**src/rtl/fifo_pkg.sv**
```systemverilog
// Shared constants, pointer type and depth sanity check for the synchronous FIFO.
package fifo_pkg;
    localparam int FIFO_DATA_WIDTH = 8;
    localparam int FIFO_DEPTH      = 16;
    localparam int FIFO_ADDR_WIDTH = $clog2(FIFO_DEPTH);

    // Extra MSB is the wrap bit that separates full from empty.
    typedef logic [FIFO_ADDR_WIDTH:0] ptr_t;

    function automatic bit is_pow2(input int n);
        return (n >= 2) && ((n & (n - 1)) == 0);
    endfunction
endpackage

```
**src/rtl/fifo_mem.sv**
```systemverilog
// DEPTH x DATA_WIDTH register array: synchronous write, asynchronous read, no reset.
// Read data follows raddr combinationally; the caller registers it.
module fifo_mem #(
    parameter int DATA_WIDTH = 8,
    parameter int DEPTH      = 16,
    parameter int ADDR_WIDTH = $clog2(DEPTH)
) (
    input  logic                  clk,
    input  logic                  we,
    input  logic [ADDR_WIDTH-1:0] waddr,
    input  logic [DATA_WIDTH-1:0] wdata,
    input  logic [ADDR_WIDTH-1:0] raddr,
    output logic [DATA_WIDTH-1:0] rdata
);
    logic [DATA_WIDTH-1:0] mem [DEPTH];

    always_ff @(posedge clk) begin
        if (we) begin
            mem[waddr] <= wdata;
        end
    end

    assign rdata = mem[raddr];
endmodule

```
**src/rtl/sync_fifo_core.sv**
```systemverilog
// Single-clock FIFO, 1-cycle registered read; writes dropped when full, reads ignored when empty.
// Optional occupancy output fifo_count is enabled by defining FIFO_LEVEL_EN.
module sync_fifo_core
    import fifo_pkg::*;
#(
    parameter int DATA_WIDTH = FIFO_DATA_WIDTH,
    parameter int DEPTH      = FIFO_DEPTH
) (
    input  logic                    clk,
    input  logic                    rst,
    input  logic                    wr_en,
    input  logic                    rd_en,
    input  logic [DATA_WIDTH-1:0]   data_in,
    output logic [DATA_WIDTH-1:0]   data_out,
    output logic                    fifo_full,
    output logic                    fifo_empty
`ifdef FIFO_LEVEL_EN
    ,
    output logic [$clog2(DEPTH):0]  fifo_count
`endif
);
    localparam int ADDR_WIDTH = $clog2(DEPTH);

    if (!is_pow2(DEPTH)) begin : g_bad_depth
        $error("sync_fifo_core: DEPTH must be a power of two and at least 2");
    end

    logic [ADDR_WIDTH:0]   wr_ptr;
    logic [ADDR_WIDTH:0]   rd_ptr;
    logic                  wr_acc;
    logic                  rd_acc;
    logic [DATA_WIDTH-1:0] mem_rdata;

    assign fifo_empty = (wr_ptr == rd_ptr);
    assign fifo_full  = (wr_ptr[ADDR_WIDTH] != rd_ptr[ADDR_WIDTH]) &&
                        (wr_ptr[ADDR_WIDTH-1:0] == rd_ptr[ADDR_WIDTH-1:0]);

    // Full and empty are mutually exclusive, so an accepted read and write never hit the same slot.
    assign wr_acc = wr_en && !fifo_full && !rst;
    assign rd_acc = rd_en && !fifo_empty;

`ifdef FIFO_LEVEL_EN
    assign fifo_count = wr_ptr - rd_ptr;
`endif

    fifo_mem #(
        .DATA_WIDTH (DATA_WIDTH),
        .DEPTH      (DEPTH),
        .ADDR_WIDTH (ADDR_WIDTH)
    ) u_mem (
        .clk   (clk),
        .we    (wr_acc),
        .waddr (wr_ptr[ADDR_WIDTH-1:0]),
        .wdata (data_in),
        .raddr (rd_ptr[ADDR_WIDTH-1:0]),
        .rdata (mem_rdata)
    );

    always_ff @(posedge clk or posedge rst) begin
        if (rst) begin
            wr_ptr   <= '0;
            rd_ptr   <= '0;
            data_out <= '0;
        end else begin
            if (wr_acc) begin
                wr_ptr <= wr_ptr + 1'b1;
            end
            if (rd_acc) begin
                data_out <= mem_rdata;
                rd_ptr   <= rd_ptr + 1'b1;
            end
        end
    end
endmodule

```
**config.mk**
```make
export PLATFORM = sky130hd
export DESIGN_NAME = sync_fifo_core
export DESIGN_NICKNAME = d
export VERILOG_FILES = /design/src/rtl/fifo_pkg.sv /design/src/rtl/fifo_mem.sv /design/src/rtl/sync_fifo_core.sv
export SDC_FILE = /design/constraint.sdc
export NUM_CORES = 1
export LEC_CHECK = 0
export CAP_MARGIN = 30
export CELL_PAD_IN_SITES_DETAIL_PLACEMENT = 0
export CELL_PAD_IN_SITES_GLOBAL_PLACEMENT = 1
export CORE_MARGIN = 5
export CORE_UTILIZATION = 45
export DETAILED_ROUTE_END_ITERATION = 12
export GPL_TIMING_DRIVEN = 0
export PLACE_DENSITY = 0.79
export SYNTH_ARGS = -nofsm -noshare
export SYNTH_HDL_FRONTEND = slang
export SYNTH_SLANG_ARGS = --single-unit
export TNS_END_PERCENT = 30
```
**constraint.sdc**
```tcl
create_clock -name clk -period 2.15 [get_ports clk]
set_clock_uncertainty 0.1 [all_clocks]
set_input_delay 0.5375 -clock clk [delete_from_list [all_inputs] [get_ports clk]]
set_output_delay 0.5375 -clock clk [all_outputs]
set_load 0.01 [all_outputs]
```
[Yosys cells after proc, flatten, opt, wreduce, memory -nomap -nowiden]
Memories as Yosys holds them, arrays and structs flattened. A register that Yosys moved wholly into a read port is not among the register bits.
Cells that the tools add are included.
Storage, ports and cells
  input port bits: 12
  output and inout port bits: 10
  memory bits (writable): 128
  register bits after elaboration: 10
  memories kept: 1
Memory list
  u_mem.mem: depth 16, bits a word 8, read ports 1, clocked after Yosys merged registers in 1, wr ports 1, line fifo_mem.sv:15  | logic [DATA_WIDTH-1:0] mem [DEPTH];
Operators by class
  multiplexer cells: 2
  reductions and logical operators: 7
  eq/ne operators: 3
  add/sub/neg operators: 2
Operators by type and width (number)
  $add 5x1->5 const B: 2
  $eq 5x5->1: 1
  $eq 4x4->1: 1
  $logic_and 1x1->1: 4
  $logic_not 1->1: 3
  $mux 1: 2
  $ne 1x1->1: 1

[Longest topological paths before layout]
  word-level depth: 7
  gate-level depth with buffers: 7

[Modules after synthesis]
From an unflattened synthesis, not the netlist that was laid out.
Second synthesis, totals
  cell total of the unflattened synthesis: 286
  area total of the unflattened synthesis: 5860.6 µm²
By module, submodules not included
  fifo_mem: cells an instance 221, area each 4987.3 µm², times used 1
  sync_fifo_core: cells an instance 65, area each 873.3 µm², times used 1

[Least setup slack after synthesis]
OpenSTA, ideal clock, no wires.
  path type: register to register
  from: register rd_ptr[0]
  to: memory u_mem.mem[3][0] (enable)
  arrival time: 1693 ps
  stages on the path, launching flop included: 6
  library setup time: 383 ps
  required time: 1667 ps
  setup slack: -26 ps
  cells stage by stage: dfrtp_1 -> buf_2 -> xnor2_1 -> nand4_2 -> o211ai_1 -> nor3_1
On the way
  longest elaborated chain between the ends: 7
Ends and longest elaborated chain
  start, declared: line sync_fifo_core.sv:29  | logic [ADDR_WIDTH:0] rd_ptr;
  start signal, assigned: line sync_fifo_core.sv:70  | rd_ptr <= rd_ptr + 1'b1;
  $eq 4x4->1: line sync_fifo_core.sv:36  | (wr_ptr[ADDR_WIDTH-1:0] == rd_ptr[ADDR_WIDTH-1:0]);
  $logic_and 1x1->1: line sync_fifo_core.sv:35  | assign fifo_full = (wr_ptr[ADDR_WIDTH] != rd_ptr[ADDR_WIDTH]) &&
  $logic_not 1->1: line sync_fifo_core.sv:39  | assign wr_acc = wr_en && !fifo_full && !rst;
  $logic_and 1x1->1 (2 in series): line sync_fifo_core.sv:39
  $mux 1: line fifo_mem.sv:18  | if (we) begin
  $mux 1 (not written as such): line fifo_mem.sv:19  | mem[waddr] <= wdata;
  end, declared: line fifo_mem.sv:15
Every way passes these cells.

[Final worst setup path]
  from: register rd_ptr[1]
  to: register data_out[6], read port of u_mem.mem
On the way
  longest elaborated chain between the ends: 3
Ends and longest elaborated chain
  $eq 5x5->1: line sync_fifo_core.sv:34  | assign fifo_empty = (wr_ptr == rd_ptr);
  $logic_not 1->1: line sync_fifo_core.sv:40  | assign rd_acc = rd_en && !fifo_empty;
  $logic_and 1x1->1: line sync_fifo_core.sv:40
  end, declared: line sync_fifo_core.sv:14  | output logic [DATA_WIDTH-1:0] data_out,
Several ways; a longest one is shown, not always the timed one.
A chain may end at the register's enable or synchronous reset.

==> reports/qor.csv <==
metric,value,unit
first-pass GRT wire length,18500,um
Mapped Nets,320,
CP Capture Type,register,
Tot Pwr,9740,uW
cell count after synthesis,303,
Synth cell types,29,
initial drt markers,343,
Highest Clock Rate,0.447,GHz
critical path required time,2.35,ns
Initial Utilization,0.454,
clock sink count,146,
reg-to-reg critical path startpoint,rd_ptr[1],
total track usage,0.161,
Final Non-Filler Cells,540,
CP Cell Sequence,buf_12 -> buf_4 -> mux4_2 -> mux2_4 -> a22o_1 -> mux2_2,
gr ovfl total,0,
vias in the first global route,3016,
largest net degree at the start of global routing,19,
most frequent cells in the layout,"edfxtp_1 (128), clkdlybuf4s50_1 (19), clkbuf_16 (17)",
Hold Crit Endpoint,data_out[7],
"Avg Cell Area, Syn",19.7,sq um
Final Hold Viols,0,
critical path's top delay family,multiplexers,
worst slew pin tran,0.819,ns
CP arrival,2.43,ns
# IOs,22,
Placed Cells,500,
initial antenna violation count,0,
Core Rows,42,
IO buf count,21,
Area Overhead vs Synth,21.3,%
reg2reg setup slack,-0.09,ns
clk_lat worst skew,0.42,ns
clock root buffer,clkbuf_16,
WL final,12300,um
Slew HR,0.453,
kind of start point of the critical path,register,
number of buffers created by CTS,17,
DP HPWL,7670,um
CTS tree,yes,
outcome,"complete, but fails checks",
r2r endpoint,data_out[6],
final number of setup-violating endpoints,11,
Die Height,125,um
CORE AREA,13100,sq um
min-delay worst type,register to register,
P_leak,0.00249,uW
"Seq/Total Area, Yosys",0.720,
hold_sp,data_out[7],
H-tree depth,4,
"Warnings, synthesis",0,
fin crit share,1.04,
drt pass-1 iters,4,
Max VDD drop,0.000790,V
die area,15700,sq um
min Tclk post-route,2.24,ns
clk slew on worst S/H paths,0.06,ns
WHS Path Cells,1,
layout cells sized above 1,0.313,
critical path type,register to register,
maxcap violations,0,
unrepaired setup endpoints after global routing,yes,
chip width,125,um
Vias/cell,5.53,
PD cells,1350,nW/um^2
failing checks,negative setup slack,
worst setup margin,-0.0883,ns
Wirelength per Cell,22.7,um
number of diodes,0,
GP Congestion,0.761,
worst reg2reg path depth,6,
Max clock buf depth,2,
final slew viol count,0,
max incr delay on CP,0.52,ns
Final nets,368,
Critical Path Fanout Max,9,
slowest CP cell,mux4_2,
crit path buf inv count,2,
register bit total from synthesis,146,
DR DRC count,0,
Final Util,0.551,
Post-Syn Area,5960,sq um
"most common cell after layout, fill and taps aside",edfxtp_1,
post-route antenna net violation count,0,
vias post-DR,2986,
-- area by class of cell --
type / count / area (sq um)
multi-input cells: 137 / 1720
flip-flops and latches: 146 / 4300
fillers: 973 / 5900
clock inverters: 11 / 106
plain buffers: 13 / 119
inverters: 4 / 15.0
repair buffers: 32 / 312
clock buffers: 21 / 450
well taps: 176 / 220
-- flip-flops by register name (all words and copies together) (netlist names) --
| name | flops |
|---|---|
| u_mem.mem | 128 |
| wr_ptr | 5 |
| data_out | 8 |
| rd_ptr | 5 |
-- synthesized netlist by cell type --
cell       instances  area, sq um
edfxtp_1         128         3840
dfrtp_1           18          450
mux2_2            18          203
mux2i_1           16          160
and3_1            14         87.6
mux4_1            13          342
xnor2_1           13          114
mux4_2            11          248
a221oi_1           8         70.1
a22o_1             8         70.1
nand2b_1           8         50.1
nor2b_1            6         37.5
buf_2              5         25.0
clkbuf_1           5         18.8
ha_1               5         62.6
inv_1              4         15.0
nor2_1             4         15.0
o211ai_1           4         30.0
and2_1             2         12.5
buf_1              2         7.51
buf_6              2         22.5
o2111ai_1          2         17.5
buf_4              1         7.51
clkbuf_2           1         5.00
nand4_2            1         12.5
nor3_1             1         5.00
o21a_1             1         7.51
o21ai_4            1         16.3
xor2_1             1         8.76
-- cells by family after synthesis --
family | count (synthesis) | synth area share
AOI/OAI and AO/OA | 24 | 0.0355
DFF | 146 | 0.720
adders and majority gates | 5 | 0.0105
muxes | 58 | 0.160
xor gates and xnor gates | 14 | 0.0206
buffers and inverters | 20 | 0.0170
and+or+nand+nor | 36 | 0.0369
-- worst max-delay path by stage --
stage	from	end	slack (ns)	depth (start not counted)
floorplan	rd_ptr[0]	u_mem.mem[0][0]	0.08	6
global placement	wr_en	u_mem.mem[5][3]	-0.67	5
detailed placement	wr_en	u_mem.mem[1][2]	-0.77	5
CTS	rd_ptr[1]	fifo_full	-0.08	5
global route	rd_ptr[1]	fifo_full	-0.17	5
finish	rd_ptr[1]	data_out[6]	-0.09	6
-- where the power goes --
group / leakage, uW / internal, uW / switching [uW]
registers: 0.00136 / 3400 / 276
clock network: 0.000264 / 1630 / 1100
logic: 0.000867 / 1730 / 1610
-- through the flow --
stage	hold WS, ns	setup WS [ns]	TNS, ns	area, sq um
finish	0.402	-0.0883	-0.797	7240
global route	0.434	-0.169	-1.81	7240
CTS	0.409	-0.0809	-3.06	7140
detailed placement	0.396	-0.765	-82.38	6400
global placement	0.387	-0.675	-73.49	6400
floorplan	0.376	0.0751	0	5970
-- worst register-to-register path, stage by stage (launching register included) --
cell and delay (ns):
dfrtp_2 0.43, buf_12 0.17, buf_4 0.12, mux4_2 0.52, mux2_4 0.29, a22o_1 0.24, mux2_2 0.25
-- layer usage --
metal	wire length, um	share of wire	GRT usage	vias up
met5	0	0	0	-
met3	705	0.057	0.0414	11
met4	203	0.017	0.0580	0
li1	-	-	-	1331
met1	5100	0.42	0.218	1566
met2	6270	0.51	0.256	78
-- what timing repair did --
item                                    CTS  global route
resized for setup                        66             8
setup buffers                             6             5
hold buffers                              0             0
pin swaps                                 4             6
endpoints found under the setup margin  139           115
(Power assumes the default switching activity.)
